===== src/rtl/icache_pkg.sv =====
// Shared constants for the instruction-cache fill controller: FSM encoding and default widths.
package icache_pkg;

    localparam int ICACHE_DATA_WIDTH = 32;
    localparam int ICACHE_ADDR_WIDTH = 19;

    typedef logic [1:0] fill_state_t;

    localparam fill_state_t ST_IDLE = 2'd0;
    localparam fill_state_t ST_FILL = 2'd1;
    localparam fill_state_t ST_DONE = 2'd2;

endpackage


===== src/rtl/icache_fill_ctrl.sv =====
// Streams source words into the instruction RAM write port while stalling the fetch stage.
// Optional running checksum of the loaded words: define ICACHE_FILL_CHECKSUM_EN.
module icache_fill_ctrl
    import icache_pkg::*;
#(
    parameter int DATA_WIDTH = ICACHE_DATA_WIDTH,
    parameter int ADDR_WIDTH = ICACHE_ADDR_WIDTH
) (
    input  logic                  clk,
    input  logic                  rst_n,
    input  logic                  start,
    input  logic [ADDR_WIDTH-1:0] base_addr,
    input  logic [ADDR_WIDTH:0]   word_cnt,
    input  logic                  abort,
    input  logic                  s_valid,
    input  logic [DATA_WIDTH-1:0] s_data,
    output logic                  s_ready,
    output logic                  wea,
    output logic [ADDR_WIDTH-1:0] addra,
    output logic [DATA_WIDTH-1:0] dina,
    output logic                  busy,
    output logic                  done,
`ifdef ICACHE_FILL_CHECKSUM_EN
    input  logic [DATA_WIDTH-1:0] exp_sum,
    output logic                  sum_err,
`endif
    output logic                  core_stall
);

    fill_state_t           state_q, state_d;
    logic [ADDR_WIDTH:0]   remain_q, remain_d;
    logic [ADDR_WIDTH-1:0] waddr_q, waddr_d;
    logic                  wea_q, wea_d;
    logic [ADDR_WIDTH-1:0] addra_q, addra_d;
    logic [DATA_WIDTH-1:0] dina_q, dina_d;
    logic                  start_ok;
    logic                  accept;

    assign s_ready  = (state_q == ST_FILL) && !abort;
    assign accept   = s_valid && s_ready;
    assign start_ok = (state_q == ST_IDLE) && start;

    always_comb begin
        // NOTE: every next-state signal gets a default here so no path leaves it unassigned (no latches).
        state_d  = state_q;
        remain_d = remain_q;
        waddr_d  = waddr_q;
        wea_d    = accept;
        addra_d  = addra_q;
        dina_d   = dina_q;
        case (state_q)
            ST_IDLE: begin
                if (start) begin
                    waddr_d  = base_addr;
                    remain_d = word_cnt;
                    state_d  = (word_cnt == '0) ? ST_DONE : ST_FILL;
                end
            end
            ST_FILL: begin
                if (abort) begin
                    state_d = ST_IDLE;
                end else if (accept) begin
                    addra_d  = waddr_q;
                    dina_d   = s_data;
                    waddr_d  = waddr_q + ADDR_WIDTH'(1);
                    remain_d = remain_q - (ADDR_WIDTH+1)'(1);
                    if (remain_q == (ADDR_WIDTH+1)'(1)) state_d = ST_DONE;
                end
            end
            ST_DONE: state_d = ST_IDLE;
            default: state_d = ST_IDLE;
        endcase
    end

    // NOTE: sequential state uses non-blocking assignments so all registers update from pre-edge values.
    always_ff @(posedge clk or negedge rst_n) begin
        if (!rst_n) begin
            state_q  <= ST_IDLE;
            remain_q <= '0;
            waddr_q  <= '0;
            wea_q    <= 1'b0;
            addra_q  <= '0;
            dina_q   <= '0;
        end else begin
            state_q  <= state_d;
            remain_q <= remain_d;
            waddr_q  <= waddr_d;
            wea_q    <= wea_d;
            addra_q  <= addra_d;
            dina_q   <= dina_d;
        end
    end

    assign wea        = wea_q;
    assign addra      = addra_q;
    assign dina       = dina_q;
    assign busy       = (state_q != ST_IDLE);
    assign done       = (state_q == ST_DONE);
    assign core_stall = busy || wea_q;

`ifdef ICACHE_FILL_CHECKSUM_EN
    logic [DATA_WIDTH-1:0] sum_q, exp_q;
    logic                  sum_err_q;

    // The verdict is latched in DONE and survives aborts until the next accepted start.
    always_ff @(posedge clk or negedge rst_n) begin
        if (!rst_n) begin
            sum_q     <= '0;
            exp_q     <= '0;
            sum_err_q <= 1'b0;
        end else if (start_ok) begin
            sum_q     <= '0;
            exp_q     <= exp_sum;
            sum_err_q <= 1'b0;
        end else begin
            if (accept) sum_q <= sum_q + s_data;
            if (state_q == ST_DONE) sum_err_q <= (sum_q != exp_q);
        end
    end

    assign sum_err = sum_err_q;
`else
    logic unused_start_ok;
    assign unused_start_ok = start_ok;
`endif

endmodule

===== config.mk =====
export PLATFORM = sky130hd
export DESIGN_NAME = icache_fill_ctrl
export DESIGN_NICKNAME = d
export VERILOG_FILES = /design/src/rtl/icache_pkg.sv /design/src/rtl/icache_fill_ctrl.sv
export SDC_FILE = /design/constraint.sdc
export NUM_CORES = 1
export LEC_CHECK = 0
export BUFFER_PORTS_ARGS = -buffer_cell sky130_fd_sc_hd__buf_2
export CAP_MARGIN = 0
export CORE_MARGIN = 2
export CORE_UTILIZATION = 56
export DETAILED_ROUTE_END_ITERATION = 7
export GPL_TIMING_DRIVEN = 0
export HOLD_SLACK_MARGIN = 0.02
export PLACE_DENSITY = 0.85
export SYNTH_ARGS = -nofsm -noshare
export SYNTH_HDL_FRONTEND = slang
export SYNTH_SLANG_ARGS = --single-unit

===== constraint.sdc =====
create_clock -name clk -period 4.8 [get_ports clk]
set_input_delay 1.2 -clock clk [delete_from_list [all_inputs] [get_ports clk]]
set_output_delay 1.2 -clock clk [all_outputs]
set_load 0.005 [all_outputs]

==> results.sh <==
export IMPL_place_congestion=0.941
export IMPL_leakagePower_nw=2.42
export IMPL_nets=662
export IMPL_fmax_ghz=0.290
export IMPL_drtIter0Drc=626
export IMPL_grt_overflow=0
export IMPL_netlist_instances=440
export IMPL_worst_pin_slew_ns=0.801
export IMPL_grt_pass1_wl_um=20400
export IMPL_dieArea_um2=8920
export IMPL_relSlewSlack_pct=46.6
export IMPL_cp_depth=5
export IMPL_initial_utilization_pct=58.7
export IMPL_ys_ff_latch=93
export IMPL_r2r_cells=4
export IMPL_power_mw=3.51
export IMPL_cts_sinks=93
export IMPL_worst_path_buf_inv=3
export IMPL_yosys_area_top_type_share_pct=50.8
export IMPL_tns_ns=0
export IMPL_post_place_cells=674
export IMPL_crit_path_cell_trace="nand2b_1, clkbuf_1, clkbuf_1, nor2_1, buf_2"
export IMPL_end_kind="output port"
export IMPL_port_buffers=131
export IMPL_max_stage_delay_ns=0.50
export IMPL_via_count=4396
export IMPL_crit_arrival_ns=2.25
export IMPL_synth_compound_area_share_pct=17.1
export IMPL_drive_gt1_share_pct=35.2
export IMPL_cap_viol_max_count=0
export IMPL_top_layer="met4"
export IMPL_yosys_cell_types_count=52
export IMPL_synth_seq_area_share_pct=50.8
export IMPL_dp_slack_ns=1.32
export IMPL_post_cts_repair_setup_buffers=0
export IMPL_yosys_mux_area_fraction_pct=12.0
export IMPL_cts_buffers=9
export IMPL_h_tree_depth=3
export IMPL_drt_wl_total_um=13200
export IMPL_worst_hold_path_type="flip-flop to flip-flop"
export IMPL_fillers=597
export IMPL_ys_warnings_count=0
export IMPL_io_pins=132
export IMPL_cts_tree="built"
export IMPL_synthFlopType="dfrtp_1"
export IMPL_die_height_um=94.5
export IMPL_worstSetupStartpoint="state_q[1]$_DFFE_PN0P_"
export IMPL_hold_viol=0
export IMPL_synth_nets=519
export IMPL_mappedNetlistArea_um2=4580
export IMPL_r2r_setup_slack_ns=2.13
export IMPL_grt_max_degree=56
export IMPL_critPathRequiredTime_ns=3.60
export IMPL_synth_most_common_cell="dfrtp_1"
export IMPL_period_share_pct=71.9
export IMPL_synth_edf_count=0
export IMPL_root_buffer="clkbuf_8"
export IMPL_coreArea_um2=7810
export IMPL_path_clk_slew_ns=0.11
export IMPL_syn_area_per_cell_um2=10.4
export IMPL_diodes=0
export IMPL_setup_violations=0
export IMPL_fin_util_pct=71.6
export IMPL_synthAdderAreaFrac_pct=0.819
export IMPL_synth_top_cells_by_area="dfrtp_1, mux2_2, a21oi_1, o21ai_0, clkbuf_1"
export IMPL_critical_path_class="flip-flop to output port"
export IMPL_cp_common_cell="clkbuf_1"
export IMPL_dr_pass1_iters=6
export IMPL_setup_worst_path_end="s_ready"
export IMPL_start_kind="flip-flop"
export IMPL_worst_path_max_fanout=10
export IMPL_met1Wirelength_um=5070
export IMPL_yosys_area_share_simple_pct=15.8
export IMPL_final_area_um2=5590
export IMPL_grt_use_total_pct=29.4
export IMPL_finalWorstSetupSlack_ns=1.35
export IMPL_rr_startpoint="state_q[1]$_DFFE_PN0P_"
export IMPL_crit_slowest_cell="clkbuf_1"
export IMPL_row_count=32
export IMPL_skew_ns=0.0146
export IMPL_wl_met2_um=6540
export IMPL_viasPerCell=6.37
export IMPL_grt_pass1_vias=4255
export IMPL_synth_common_cells="dfrtp_1, mux2_2, a21oi_1"
export IMPL_cts_path_max_buffers=2
export IMPL_grt_setup_unrepaired="false"
export IMPL_drv_slew=0
export IMPL_ctsHoldBuffers=0
export IMPL_ant_nets=0
export IMPL_crit_family="buffers and inverters"
export IMPL_die_width_um=94.5
export IMPL_synth_xor_area_share_pct=0
export IMPL_final_cells=690
export IMPL_whs_ns=0.509
export IMPL_irDropWorstVdd_v=0.000349
export IMPL_synthArstFlopShare_pct=100
export IMPL_postPlaceCellArea_um2=5400
export IMPL_place_hpwl_um=9640
export IMPL_period_minus_slack_ns=3.45
export IMPL_r2r_end="dina[27]$_DFFE_PN0P_"
export IMPL_yosys_area_top_type="dfrtp_1"
export IMPL_ctsResizeCount=0
export IMPL_met3_length_um=1280
export IMPL_drc=0
export IMPL_synth_top_family_by_area="compound AO/OA/AOI/OAI gates"
export IMPL_antenna_found_initial=0
export IMPL_wire_per_inst_um=19.1
export IMPL_areaGrowthSynthToFinish_pct=21.9
export IMPL_status="completed"
export IMPL_powerDensity_nw_per_um2=629
export IMPL_clk_latency_ns=0.37
==> placed cells by master, fill, tap and decap left out, types with 3 or more instances in the layout <==
cell,instances
buf_2,131
dfrtp_1,93
mux2_2,49
a21oi_1,37
o21ai_0,29
clkbuf_1,27
nand2_1,23
nor2_1,21
nor3_1,12
o22ai_1,12
nor4_1,12
nand3_1,12
inv_1,11
clkbuf_8,9
or3_1,8
a2bb2oi_1,8
a211oi_1,7
or4_1,7
nand4_1,7
nor4b_1,6
a22oi_1,4
o211ai_1,4
buf_1,3
a31oi_1,3
o2bb2ai_1,3
o32ai_1,3
o31ai_1,3
ha_1,3
inv_6,3
==> state kept, by name, summed over array words and instances, names as in the netlist <==
| register | flops |
|---|---|
| waddr_q | 19 |
| addra | 19 |
| state_q | 2 |
| remain_q | 20 |
| dina | 32 |
| wea | 1 |
==> worst reg2reg max path, cell delays in order (launching register included) <==
cell and delay [ns]:
dfrtp_1 0.44, nor4bb_1 0.56, clkbuf_1 0.57, clkbuf_1 0.59, mux2_2 0.41
==> cell families (layout without fill, tap and decap cells) <==
group,count (synthesis),in the layout
AO/OA/AOI/OAI,124,124
flip-flops,93,93
buffers and inverters,42,190
adder cells (fa/ha/maj),3,3
AND/OR/NAND/NOR,129,129
multiplexers,49,49
==> layout make-up <==
class,count,area [µm²],share of cell area (%)
timing repair buffer,132,686,12.3
clock buffer,9,124,2.22
multi-input combinational,305,2100,37.5
sequential,93,2330,41.7
inverter,11,41.3,0.739
tap,102,128,2.28
clock inverter,7,67.6,1.21
buffer,31,118,2.11
==> how the worst min path moves through the flow <==
stage / start / endpoint / slack, ns / depth (start not counted)
6_report: dina[9]$_DFFE_PN0P_ / dina[9]$_DFFE_PN0P_ / 0.51 / 1
5_1_grt: dina[16]$_DFFE_PN0P_ / dina[16]$_DFFE_PN0P_ / 0.53 / 1
4_1_cts: dina[9]$_DFFE_PN0P_ / dina[9]$_DFFE_PN0P_ / 0.52 / 1
3_5_place_dp: dina[9]$_DFFE_PN0P_ / dina[9]$_DFFE_PN0P_ / 0.49 / 1
3_3_place_gp: dina[0]$_DFFE_PN0P_ / dina[0]$_DFFE_PN0P_ / 0.48 / 1
2_1_floorplan: waddr_q[13]$_DFFE_PN0P_ / addra[13]$_DFFE_PN0P_ / 0.49 / 2
==> per-layer routing <==
metal	vias to the layer above	GRT usage (%)
met2	285	48.9
met1	2117	38.6
met4	0	10.4
li1	1949	-
met5	-	0
met3	45	5.91
==> where the power goes <==
part | switching, mW | leakage, nW | internal, mW
Sequential | 0.324 | 1.09 | 1.17
Clock | 0.311 | 0.0993 | 0.202
Combinational | 0.828 | 1.23 | 0.680
Total | 1.46 | 2.42 | 2.05
Power figures use the tool's default switching activity.
